**config.mk**
```make
export PLATFORM = sky130hd
export DESIGN_NAME = multicycle_control
export DESIGN_NICKNAME = d
export VERILOG_FILES = /design/src/rtl/multicycle_control.sv
export SDC_FILE = /design/constraint.sdc
export NUM_CORES = 1
export LEC_CHECK = 0
export ABC_AREA = 1
export CAP_MARGIN = 10
export CELL_PAD_IN_SITES_DETAIL_PLACEMENT = 0
export CELL_PAD_IN_SITES_GLOBAL_PLACEMENT = 1
export CORE_MARGIN = 8
export CORE_UTILIZATION = 35
export DETAILED_ROUTE_END_ITERATION = 16
export DONT_BUFFER_PORTS = 1
export PLACE_DENSITY = 0.78
export SLEW_MARGIN = 20
export SYNTH_ARGS = -nofsm -noshare
export SYNTH_HDL_FRONTEND = slang
export SYNTH_SLANG_ARGS = --single-unit
```
**constraint.sdc**
```tcl
create_clock -name clk_i -period 2.05 [get_ports clk_i]
set_input_delay 0.3075 -clock clk_i [delete_from_list [all_inputs] [get_ports clk_i]]
set_output_delay 0.3075 -clock clk_i [all_outputs]
set_load 0.1 [all_outputs]
```
**src/rtl/multicycle_control.sv**
```systemverilog
// Multi-cycle sequencer for the RV32 subset datapath: steps one instruction through
// FETCH/DECODE/EXEC/MEM/WB with watchdog-guarded memory handshakes and a retire counter.
module multicycle_control #(
  parameter int unsigned TIMEOUT = 16,
  parameter int unsigned CNT_W   = 32
) (
  input  logic             clk_i,
  input  logic             rst_i,
  input  logic             start_i,
  input  logic [6:0]       Op_i,
  input  logic             Zero_i,
  input  logic             imem_ack_i,
  input  logic             dmem_ack_i,
  output logic             imem_req_o,
  output logic             dmem_req_o,
  output logic             IRWrite_o,
  output logic             PCWrite_o,
  output logic             PCSrc_o,
  output logic             RegWrite_o,
  output logic             MemRead_o,
  output logic             MemWrite_o,
  output logic             MemtoReg_o,
  output logic             ALUSrc_o,
  output logic [1:0]       ALUOp_o,
  output logic [2:0]       state_o,
  output logic             busy_o,
  output logic             trap_o,
  output logic [1:0]       trap_cause_o,
  output logic [CNT_W-1:0] instret_o
);

  typedef enum logic [2:0] {
    S_IDLE   = 3'd0,
    S_FETCH  = 3'd1,
    S_DECODE = 3'd2,
    S_EXEC   = 3'd3,
    S_MEM    = 3'd4,
    S_WB     = 3'd5,
    S_TRAP   = 3'd6
  } state_t;

  localparam logic [6:0] OP_R  = 7'b0110011;
  localparam logic [6:0] OP_I  = 7'b0010011;
  localparam logic [6:0] OP_LD = 7'b0000011;
  localparam logic [6:0] OP_ST = 7'b0100011;
  localparam logic [6:0] OP_BR = 7'b1100011;
  localparam logic [7:0] TMO_LAST = 8'(TIMEOUT - 1);

  state_t           state_r;
  logic [6:0]       op_r;
  logic [7:0]       timer_r;
  logic [CNT_W-1:0] instret_r;
  logic             trap_r;
  logic [1:0]       cause_r;
  logic             retire_s;
  logic             tmo_s;
  state_t           ret_state_s;

  function automatic logic legal_op(input logic [6:0] op);
    case (op)
      OP_R, OP_I, OP_LD, OP_ST, OP_BR: legal_op = 1'b1;
      default:                         legal_op = 1'b0;
    endcase
  endfunction

  assign tmo_s = (timer_r == TMO_LAST);

  // Retire detection and the instruction-boundary destination shared by all retire points
  always_comb begin
    retire_s = 1'b0;
    case (state_r)
      S_EXEC:  retire_s = (op_r == OP_BR);
      S_MEM:   retire_s = dmem_ack_i && (op_r == OP_ST);
      S_WB:    retire_s = 1'b1;
      default: retire_s = 1'b0;
    endcase
    if (start_i) begin
      ret_state_s = S_FETCH;
    end else begin
      ret_state_s = S_IDLE;
    end
  end

  // State, latched opcode, watchdog timer, retire counter and sticky trap record
  always_ff @(posedge clk_i) begin
    if (!rst_i) begin
      state_r   <= S_IDLE;
      op_r      <= 7'd0;
      timer_r   <= 8'd0;
      instret_r <= '0;
      trap_r    <= 1'b0;
      cause_r   <= 2'b00;
    end else begin
      if (retire_s) begin
        instret_r <= instret_r + CNT_W'(1);
      end
      case (state_r)
        S_IDLE: begin
          if (start_i) begin
            state_r <= S_FETCH;
            timer_r <= 8'd0;
          end
        end
        S_FETCH: begin
          // An ack on the final watchdog cycle still wins over the timeout
          if (imem_ack_i) begin
            state_r <= S_DECODE;
            timer_r <= 8'd0;
          end else if (tmo_s) begin
            state_r <= S_TRAP;
            trap_r  <= 1'b1;
            cause_r <= 2'b10;
          end else begin
            timer_r <= timer_r + 8'd1;
          end
        end
        S_DECODE: begin
          op_r <= Op_i;
          if (legal_op(Op_i)) begin
            state_r <= S_EXEC;
          end else begin
            state_r <= S_TRAP;
            trap_r  <= 1'b1;
            cause_r <= 2'b01;
          end
        end
        S_EXEC: begin
          case (op_r)
            OP_R, OP_I: state_r <= S_WB;
            OP_LD, OP_ST: begin
              state_r <= S_MEM;
              timer_r <= 8'd0;
            end
            OP_BR: begin
              state_r <= ret_state_s;
              timer_r <= 8'd0;
            end
            default: begin
              state_r <= S_TRAP;
              trap_r  <= 1'b1;
              cause_r <= 2'b01;
            end
          endcase
        end
        S_MEM: begin
          if (dmem_ack_i) begin
            timer_r <= 8'd0;
            if (op_r == OP_LD) begin
              state_r <= S_WB;
            end else begin
              state_r <= ret_state_s;
            end
          end else if (tmo_s) begin
            state_r <= S_TRAP;
            trap_r  <= 1'b1;
            cause_r <= 2'b11;
          end else begin
            timer_r <= timer_r + 8'd1;
          end
        end
        S_WB: begin
          state_r <= ret_state_s;
          timer_r <= 8'd0;
        end
        S_TRAP:  state_r <= S_TRAP;
        default: state_r <= S_IDLE;
      endcase
    end
  end

  // Datapath enables decoded from state, latched opcode, acks and the zero flag
  always_comb begin
    imem_req_o = 1'b0;
    dmem_req_o = 1'b0;
    IRWrite_o  = 1'b0;
    PCWrite_o  = 1'b0;
    PCSrc_o    = 1'b0;
    RegWrite_o = 1'b0;
    MemRead_o  = 1'b0;
    MemWrite_o = 1'b0;
    MemtoReg_o = 1'b0;
    ALUSrc_o   = 1'b0;
    ALUOp_o    = 2'b00;
    case (state_r)
      S_FETCH: begin
        imem_req_o = 1'b1;
        if (imem_ack_i) begin
          IRWrite_o = 1'b1;
          PCWrite_o = 1'b1;
        end else begin
          IRWrite_o = 1'b0;
          PCWrite_o = 1'b0;
        end
      end
      S_EXEC: begin
        case (op_r)
          OP_R: ALUOp_o = 2'b10;
          OP_I: begin
            ALUOp_o  = 2'b11;
            ALUSrc_o = 1'b1;
          end
          OP_LD, OP_ST: ALUSrc_o = 1'b1;
          OP_BR: begin
            ALUOp_o = 2'b01;
            if (Zero_i) begin
              PCWrite_o = 1'b1;
              PCSrc_o   = 1'b1;
            end else begin
              PCWrite_o = 1'b0;
              PCSrc_o   = 1'b0;
            end
          end
          default: ALUOp_o = 2'b00;
        endcase
      end
      S_MEM: begin
        dmem_req_o = 1'b1;
        MemRead_o  = (op_r == OP_LD);
        MemWrite_o = (op_r == OP_ST);
      end
      S_WB: begin
        RegWrite_o = 1'b1;
        MemtoReg_o = (op_r == OP_LD);
      end
      default: imem_req_o = 1'b0;
    endcase
  end

  assign state_o      = state_r;
  assign busy_o       = (state_r != S_IDLE) && (state_r != S_TRAP);
  assign trap_o       = trap_r;
  assign trap_cause_o = cause_r;
  assign instret_o    = instret_r;

endmodule

```
Word-level counts from Yosys, hierarchy flattened
Cells that the tools add are included.
- bits in registers: 53
- bits of input ports: 13
- output and inout bits: 51
- logic and storage cells: 97
- $add $sub $neg: 2
- equal/unequal tests: 26
- multiplexer cells: 48
- reduce and logical (&&, ||, !) cells: 15
- operator list (operator ; count):
    8-bit two-way mux ; 5
    8-bit case mux with 5 select lines ; 1
    32-bit by 1-bit adder with 32-bit output (second input constant) ; 1
    7-bit by 6-bit == test with 1-bit output (second input constant) ; 4
    1-bit two-way mux ; 22
    3-bit case mux with 7 select lines ; 1
    3-bit two-way mux ; 6
    2-bit != test (second input constant) ; 8
    7-bit by 2-bit == test with 1-bit output (second input constant) ; 2
    7-bit by 5-bit == test with 1-bit output (second input constant) ; 2
    7-bit == test (second input constant) ; 2
    2-bit two-way mux ; 7
    5-bit OR reduction ; 2
    3-bit == test (second input constant) ; 3
    3-bit case mux with 3 select lines ; 1
    8-bit by 1-bit adder with 8-bit output (second input constant) ; 1
    8-bit by 4-bit == test with 1-bit output (second input constant) ; 1
    2-bit case mux with 4 select lines ; 1
    7-bit AND reduction ; 1
    3-bit by 2-bit == test with 1-bit output (second input constant) ; 2
    2-bit case mux with 3 select lines ; 1
    3-bit OR reduction ; 2
    5-bit AND reduction ; 1
    5-bit nonzero test ; 1
    11 further kinds ; 13

Logic depth before layout (Yosys ltp)
Gate-level depths: netlist of run 1.
- depth in word-level cells: 7
- gate-level depth with buffers: 11
- depth with buffers taken out: 10

Worst setup path before layout of run 1
Ideal clock, no wire load.
- kind: reg2out
- from: register state_r[2] (netlist: state_o[2])
- to: output port MemtoReg_o
- data arrival time: 4.091 ns
- required time: 1.742 ns
- slack: -2.348 ns
- stages on the path, launching flop included: 6
- path buffers: 1
- cell sequence: dfxtp_1 buf_6 inv_4 nor3_2 inv_1 nor2_1
- cells in the longest elaborated chain, start to end: 2
- ends and longest elaborated chain (item ; line ; RTL):
    from (decl) ; 49 ; state_t state_r;
    from (signal assigned) ; 135 ; state_r <= ret_state_s;
    from (signal assigned) ; 151 ; state_r <= ret_state_s;
    from (signal assigned) ; 162 ; state_r <= ret_state_s;
    3-bit == test ; 184 ; case (state_r)
    1-bit two-way mux ; 184 ;
    to (decl) ; 22 ; output logic MemtoReg_o,
Every way passes these cells.

Worst setup path after layout of run 1
- from: register state_r[2] (netlist: state_o[2])
- to: output port ALUSrc_o
- cells in the longest elaborated chain, start to end: 2
- ends and longest elaborated chain (item ; line ; RTL):
    3-bit by 2-bit == test with 1-bit output ; 184 ;
    1-bit two-way mux ; 184 ;
    to (decl) ; 23 ; output logic ALUSrc_o,
Every way passes these cells.

==> results of run 1 <==
==> final cells by class <==
type                            instances  area share
Sequential cell                        53       0.249
Clock inverter                          3     0.00291
Clock buffer                            5      0.0160
Timing Repair Buffer                   61       0.122
Tap cell                              133      0.0387
Inverter                               59      0.0541
Multi-Input combinational cell        469       0.517
==> layer usage <==
layer  global-route usage  vias up  wire length [um]
li1                     -     1982                 -
met1                0.181     1721              4420
met2                0.296       74              5290
met3               0.0479        9               702
met4               0.0519        0               167
met5                    0        -                 0
==> final timing paths <==
check                                  from                            to  cells past startpoint
hold / removal                        rst_i       state_o[1]$_SDFFE_PN0P_                      2
hold reg to reg   instret_o[7]$_SDFFE_PN0P_     instret_o[7]$_SDFFE_PN0P_                      2
setup / recovery    state_o[2]$_SDFFE_PN0P_                      ALUSrc_o                      8
setup reg to reg    timer_r[0]$_SDFFE_PN0P_  trap_cause_o[1]$_SDFFE_PN0P_                      9
==> kinds of logic (layout without fill, tap and decap cells) <==
| kind of cell | Yosys count | count (layout) |
|---|---|---|
| AND/OR/NAND/NOR | 392 | 392 |
| adder cells (fa/ha/maj) | 2 | 2 |
| buffers and inverters | 73 | 128 |
| AO/OA/AOI/OAI | 64 | 64 |
| XOR/XNOR | 11 | 11 |
| flip-flops | 53 | 53 |
==> layout by cell type, fill, tap and decap left out, types with 2 or more instances in the layout <==
master    Yosys  layout
xor2_1        8       8
o21ai_1       1       4
buf_4         5      55
nor2_2        4       7
xnor2_1       3       3
nor3_4        0       2
nor2_4        1       5
nand4_1      15      15
nand2_4       0       2
nand2_2       2       2
nand3_4       2       2
inv_1        55      51
a21oi_1      40      40
dfxtp_1      53      49
nand3b_1     15      15
clkbuf_8      0       5
nor2_1       99      92
o21ai_4       0       2
clkinv_1      0       2
buf_12        0       5
nand2_1     221     218
o21ai_0      21      16
dfxtp_4       0       3
nor3_1        5       4
nand3_1      26      25
inv_2         3       5
==> sequential cells by signal, indices dropped and copies added, names as in the netlist <==
name / cells
instret_o: 32
timer_r: 8
op_r: 7
state_o: 3
trap_cause_o: 2
trap_o: 1
==> Yosys cell counts (all sizes together), types with 5 or more instances <==
cell type / number
o21ai: 22
buf: 9
nor2: 104
inv: 59
nand3b: 15
nand3: 28
xor2: 8
nand4: 15
a21oi: 40
nor3: 6
dfxtp: 53
nand2: 223
clkbuf: 5
==> through the flow <==
stage / utilization / std cells / setup TNS, ns / hold WS (ns) / cell area [um^2]
finish: 0.442 / 783 / 0 / 0.0946 / 4300
global route: 0.442 / 783 / 0 / 0.0875 / 4300
CTS: 0.438 / 779 / 0 / 0.0712 / 4260
detailed placement: 0.430 / 771 / 0 / 0.413 / 4180
global placement: 0.430 / 771 / 0 / 0.411 / 4180
floorplan: - / 595 / -10.64 / 0.442 / 3630
==> timing repair <==
| action | CTS | global route |
|---|---|---|
| resized for setup | 0 | 4 |
| endpoints found under the hold margin | 0 | 0 |
| endpoints found under the setup margin | 0 | 5 |
| buffers inserted | 0 | 4 |
==> power breakdown <==
part	internal, W	leakage (nW)	switching [W]
combinational	0.000167	1.32	0.000520
clock	0.000232	0.0430	0.000364
sequential	0.00107	0.431	0.0000339
total	0.00147	1.80	0.000917
==> worst max-delay path: stages, from the launching register on <==
cell     delay (ns)
dfxtp_4        0.37
inv_6          0.07
nand2_2        0.08
nor2_4         0.18
inv_2          0.10
nor2_4         0.13
nand2_4        0.10
o21ai_4        0.09
buf_12         0.19
==> results_dict.tcl, run 1 <==
set metrics [dict create \
    async_flop_share 0 \
    avgSynthCellArea_um2 5.86 \
    syn_area_um2 3490 \
    synth_xor_xnor_area_share 0.0276 \
    drt_iter0_drc 183 \
    cap_violations 0 \
    vias 3786 \
    synth_top_family_by_area "simple AND/OR/NAND/NOR gates" \
    min_period_ns 1.93 \
    ir_drop_uv 667 \
    worst_slew_pin_slew_ns 0.386 \
    maxSlewViolCount 0 \
    synth_top_area_cell "dfxtp_1" \
    gp_congestion 0.872 \
    p_per_area_nw_per_um2 554 \
    start_util 0.359 \
    crit_path_end_kind "primary output" \
    num_io_pins 64 \
    diodes 0 \
    clk_path_buf_depth 2 \
    area_growth_pct 23.4 \
    relSlewSlack 0.741 \
    muxShareOfSynthArea 0 \
    setup_viol 0 \
    drive_above_1_share 0.160 \
    clkTransAtPathRegs_ns 0.10 \
    synthCells 595 \
    cp_max_fo 6 \
    clk_latency_ns 0.31 \
    ant_nets 0 \
    synth_adder_area_share 0.00717 \
    power.leakage_nw 1.80 \
    io_buffers 0 \
    synthesis.nets 610 \
    antenna_found_initial 0 \
    synth_area_leaders "dfxtp_1 (30%), nand2_1 (24%), nor2_1 (11%), inv_1 (5.9%), a21oi_1 (5.7%)" \
    worstSetupStartpointType "flip-flop" \
    cts_made_buffers 5 \
    grt_start_max_net_pins 29 \
    synthSimpleGateAreaFrac 0.477 \
    power_w 0.00239 \
    avgViaCountPerCell 4.84 \
    worstHoldPathType "primary input to flip-flop" \
    multi_input_area_um2 2220 \
    hold_violations 0 \
    ff2ff_setup_slack_ns 0.26 \
    drt_first_pass_iters 4 \
    synth.distinct_cells 28 \
    drt-total-wl_mm 10.6 \
    rows 36 \
    crit_type "flip-flop to primary output" \
    gr-total-overflow 0 \
    fin_ws_ns 0.116 \
    yosysWarnings 0 \
    h-tree-depth 2 \
    synth-compound-area-share 0.0929 \
    synth_ff_type "dfxtp_1" \
    fin_crit_sh 0.944 \
    cp_data_arrival_time_ns 1.63 \
    grt_pass1_vias 3720 \
    dieArea_um2 13400 \
    synth_seq_area_share 0.304 \
    outcome "complete, no violations" \
    rsz0062_at_grt "false" \
    cts.sinks 53 \
    post-place-ws_ns 0.239 \
    ff_latch_area_um2 1070 \
    fill_cells 1079 \
    synth_top_area_frac 0.304 \
    hpwl_mm 8.31 \
    root_buffer "clkbuf_8" \
    post_drt_wl_per_cell_um 13.5 \
    worst_ep_required_time_ns 1.74 \
    holdBufCountCts 0 \
    ys_ff_latch 53 \
    synth-edff-count 0 \
    fp.dieH_um 116 \
    nets 664 \
    fp.dieW_um 116 \
    skew_ns 0.00673 \
    fmax_mhz 517 \
    grtUsageTotal 0.164 \
    cts_tree "built" \
    drc 0 \
    core_area_um2 9730 \
    grt_pass1_wl_mm 17.7 \
]
Note: power is estimated with default switching activity, not from simulation.
==> run 2: changes to the inputs <==
--- a/config.mk
+++ b/config.mk
@@ -10,10 +10,11 @@
 export CELL_PAD_IN_SITES_DETAIL_PLACEMENT = 0
 export CELL_PAD_IN_SITES_GLOBAL_PLACEMENT = 1
 export CORE_MARGIN = 8
-export CORE_UTILIZATION = 35
+export CORE_UTILIZATION = 43
 export DETAILED_ROUTE_END_ITERATION = 16
 export DONT_BUFFER_PORTS = 1
-export PLACE_DENSITY = 0.78
+export PLACE_DENSITY = 0.9
+export RECOVER_POWER = 25
 export SLEW_MARGIN = 20
 export SYNTH_ARGS = -nofsm -noshare
 export SYNTH_HDL_FRONTEND = slang
==> results_dict.tcl, run 2 (synthesis results as in run 1) <==
set metrics [dict create \
    critPathBufInv 3 \
    instances_no_fill 750 \
    largest_reg_flops 32 \
    avgViaCountPerCell 5.14 \
    pwr-share-clk 0.297 \
    hold_violations 0 \
    diodes 0 \
    ff2ff_setup_slack_ns 0.28 \
    clkTransAtPathRegs_ns 0.09 \
    gr-total-overflow 0 \
    clk_path_buf_depth 2 \
    final_common_cell "nand2_1" \
    grtUsageTotal 0.188 \
    skew_ns 0.00436 \
    crit_path_end "ALUSrc_o" \
    dp.cells 740 \
    cp_data_arrival_time_ns 1.66 \
    path_depth 8 \
    ir_drop_uv 451 \
    worst_ep_required_time_ns 1.74 \
    start_util 0.433 \
    setup_viol 0 \
    r2r_end "instret_o[6]$_SDFFE_PN0P_" \
    p_per_area_nw_per_um2 597 \
    drive_above_1_share 0.149 \
    fp.dieW_um 106 \
    combPwrFrac 0.261 \
    post_drt_wl_per_cell_um 13.6 \
    fill_cells 835 \
    clk_latency_ns 0.31 \
    worstSetupStartpointType "flip-flop" \
    vias 3856 \
    cap_violations 0 \
    cts.sinks 53 \
    met3_usage 0.0478 \
    rows 33 \
    grt_start_max_net_pins 27 \
    cts_made_buffers 5 \
    holdBufCountCts 0 \
    grt_pass1_wl_mm 17.7 \
    cp_max_fo 9 \
    area_growth_pct 20.7 \
    fmax_mhz 507 \
    ant_nets 0 \
    root_buffer "clkbuf_8" \
    swShare 0.357 \
    crit_chain "inv_6 > nand2_2 > nor2_4 > inv_2 > nor2_4 > nand2_4 > o21ai_4 > buf_12" \
    place_area_um2 4140 \
    crit_slowest_cell "dfxtp_4" \
    r2r-start "state_o[2]$_SDFFE_PN0P_" \
    tns_ns 0 \
    cp_slowest_stage_delay_ns 0.40 \
    crit_path_end_kind "primary output" \
    worstRegToRegCells 9 \
    grt_pass1_vias 3814 \
    post-place-ws_ns 0.258 \
    crit_top_cell "nor2_4" \
    cp_top_family "simple AND/OR/NAND/NOR gates" \
    power.leakage_nw 1.77 \
    grt_use_met2 0.335 \
    cts_tree "built" \
    drc 0 \
    antenna_found_initial 0 \
    fin_crit_sh 0.961 \
    core_area_um2 8050 \
    drt_first_pass_iters 6 \
    relSlewSlack 0.535 \
    critPathLaunch "state_o[2]$_SDFFE_PN0P_" \
    hpwl_mm 8.08 \
    fin_ws_ns 0.0791 \
    grt-busiest-layer "met2" \
    maxSlewViolCount 0 \
    dieArea_um2 11300 \
    outcome "complete, no violations" \
    gp_congestion 0.975 \
    whs_ns 0.108 \
    final_cell_area_um2 4210 \
    h-tree-depth 2 \
    worst_slew_pin_slew_ns 0.698 \
    p_int_w 0.00162 \
    drt_iter0_drc 153 \
    crit_type "flip-flop to primary output" \
    power.share.sequential 0.441 \
    fp.dieH_um 106 \
    num_io_pins 64 \
    layout_common_cells "nand2_1 (218), nor2_1 (94), inv_1 (52)" \
    p_switching_w 0.000897 \
    use_met1 0.212 \
    drt-total-wl_mm 10.2 \
    nets 659 \
    worstHoldPathType "primary input to flip-flop" \
    io_buffers 0 \
    min_period_ns 1.97 \
]
run 2: cell count changes in the layout (fill, tap and decap cells not counted), sizes merged:
cell / before / now
bufinv: 0 / 1
clkinv: 3 / 0
clkbuf: 5 / 30
buf: 61 / 33
run 2: layout make-up:
cell class | instances | area [um^2] | area share
well taps | 105 | 131 | 0.0312
flip-flops and latches | 53 | 1070 | 0.255
clock buffers | 7 | 86.3 | 0.0205
multi-input cells | 469 | 2220 | 0.527
clock inverters | 1 | 30.0 | 0.00713
repair buffers | 56 | 437 | 0.104
inverters | 59 | 233 | 0.0553
run 2: how the worst min path moves through the flow:
stage,start,endpoint,cells after the start
finish,rst_i,state_o[1]$_SDFFE_PN0P_,2
global route,rst_i,instret_o[5]$_SDFFE_PN0P_,2
CTS,rst_i,state_o[1]$_SDFFE_PN0P_,2
detailed placement,rst_i,state_o[1]$_SDFFE_PN0P_,2
global placement,rst_i,state_o[1]$_SDFFE_PN0P_,2
floorplan,rst_i,instret_o[0]$_SDFFE_PN0P_,2
run 2: repair_timing:
item	in CTS	in global routing
setup endpoints to repair	0	5
resized for setup	0	1
buffers inserted	0	2
run 2: power by group through the flow:
stage	sequential, W	combinational (W)	clock, W
after floorplan	0.00128	0.000390	0
after global placement	0.00113	0.000663	0
after detailed placement	0.00113	0.000668	0
after CTS	0.00111	0.000671	0.000779
after global routing	0.00112	0.000716	0.000810
final	0.00111	0.000656	0.000747
run 2: routing by layer:
metal / routed length (um) / part of all wire
met1: 4300 / 0.42
met2: 4990 / 0.49
met3: 693 / 0.068
met4: 246 / 0.024
met5: 0 / 0
run 2: stage by stage:
| step | util | total power (W) |
|---|---|---|
| global route | 0.523 | 0.00264 |
| detailed placement | 0.514 | 0.00180 |
| global placement | 0.514 | 0.00179 |
| CTS | 0.528 | 0.00256 |
| floorplan | - | 0.00167 |
| finish | 0.523 | 0.00251 |
==> run 3: changes to the inputs <==
--- a/config.mk
+++ b/config.mk
@@ -11,6 +11,7 @@
 export CELL_PAD_IN_SITES_GLOBAL_PLACEMENT = 1
 export CORE_MARGIN = 8
 export CORE_UTILIZATION = 43
+export CTS_CLUSTER_DIAMETER = 120
 export DETAILED_ROUTE_END_ITERATION = 16
 export DONT_BUFFER_PORTS = 1
 export PLACE_DENSITY = 0.9
==> results of run 3 <==
Final layout, timing and power as in run 2 (identical DEF).
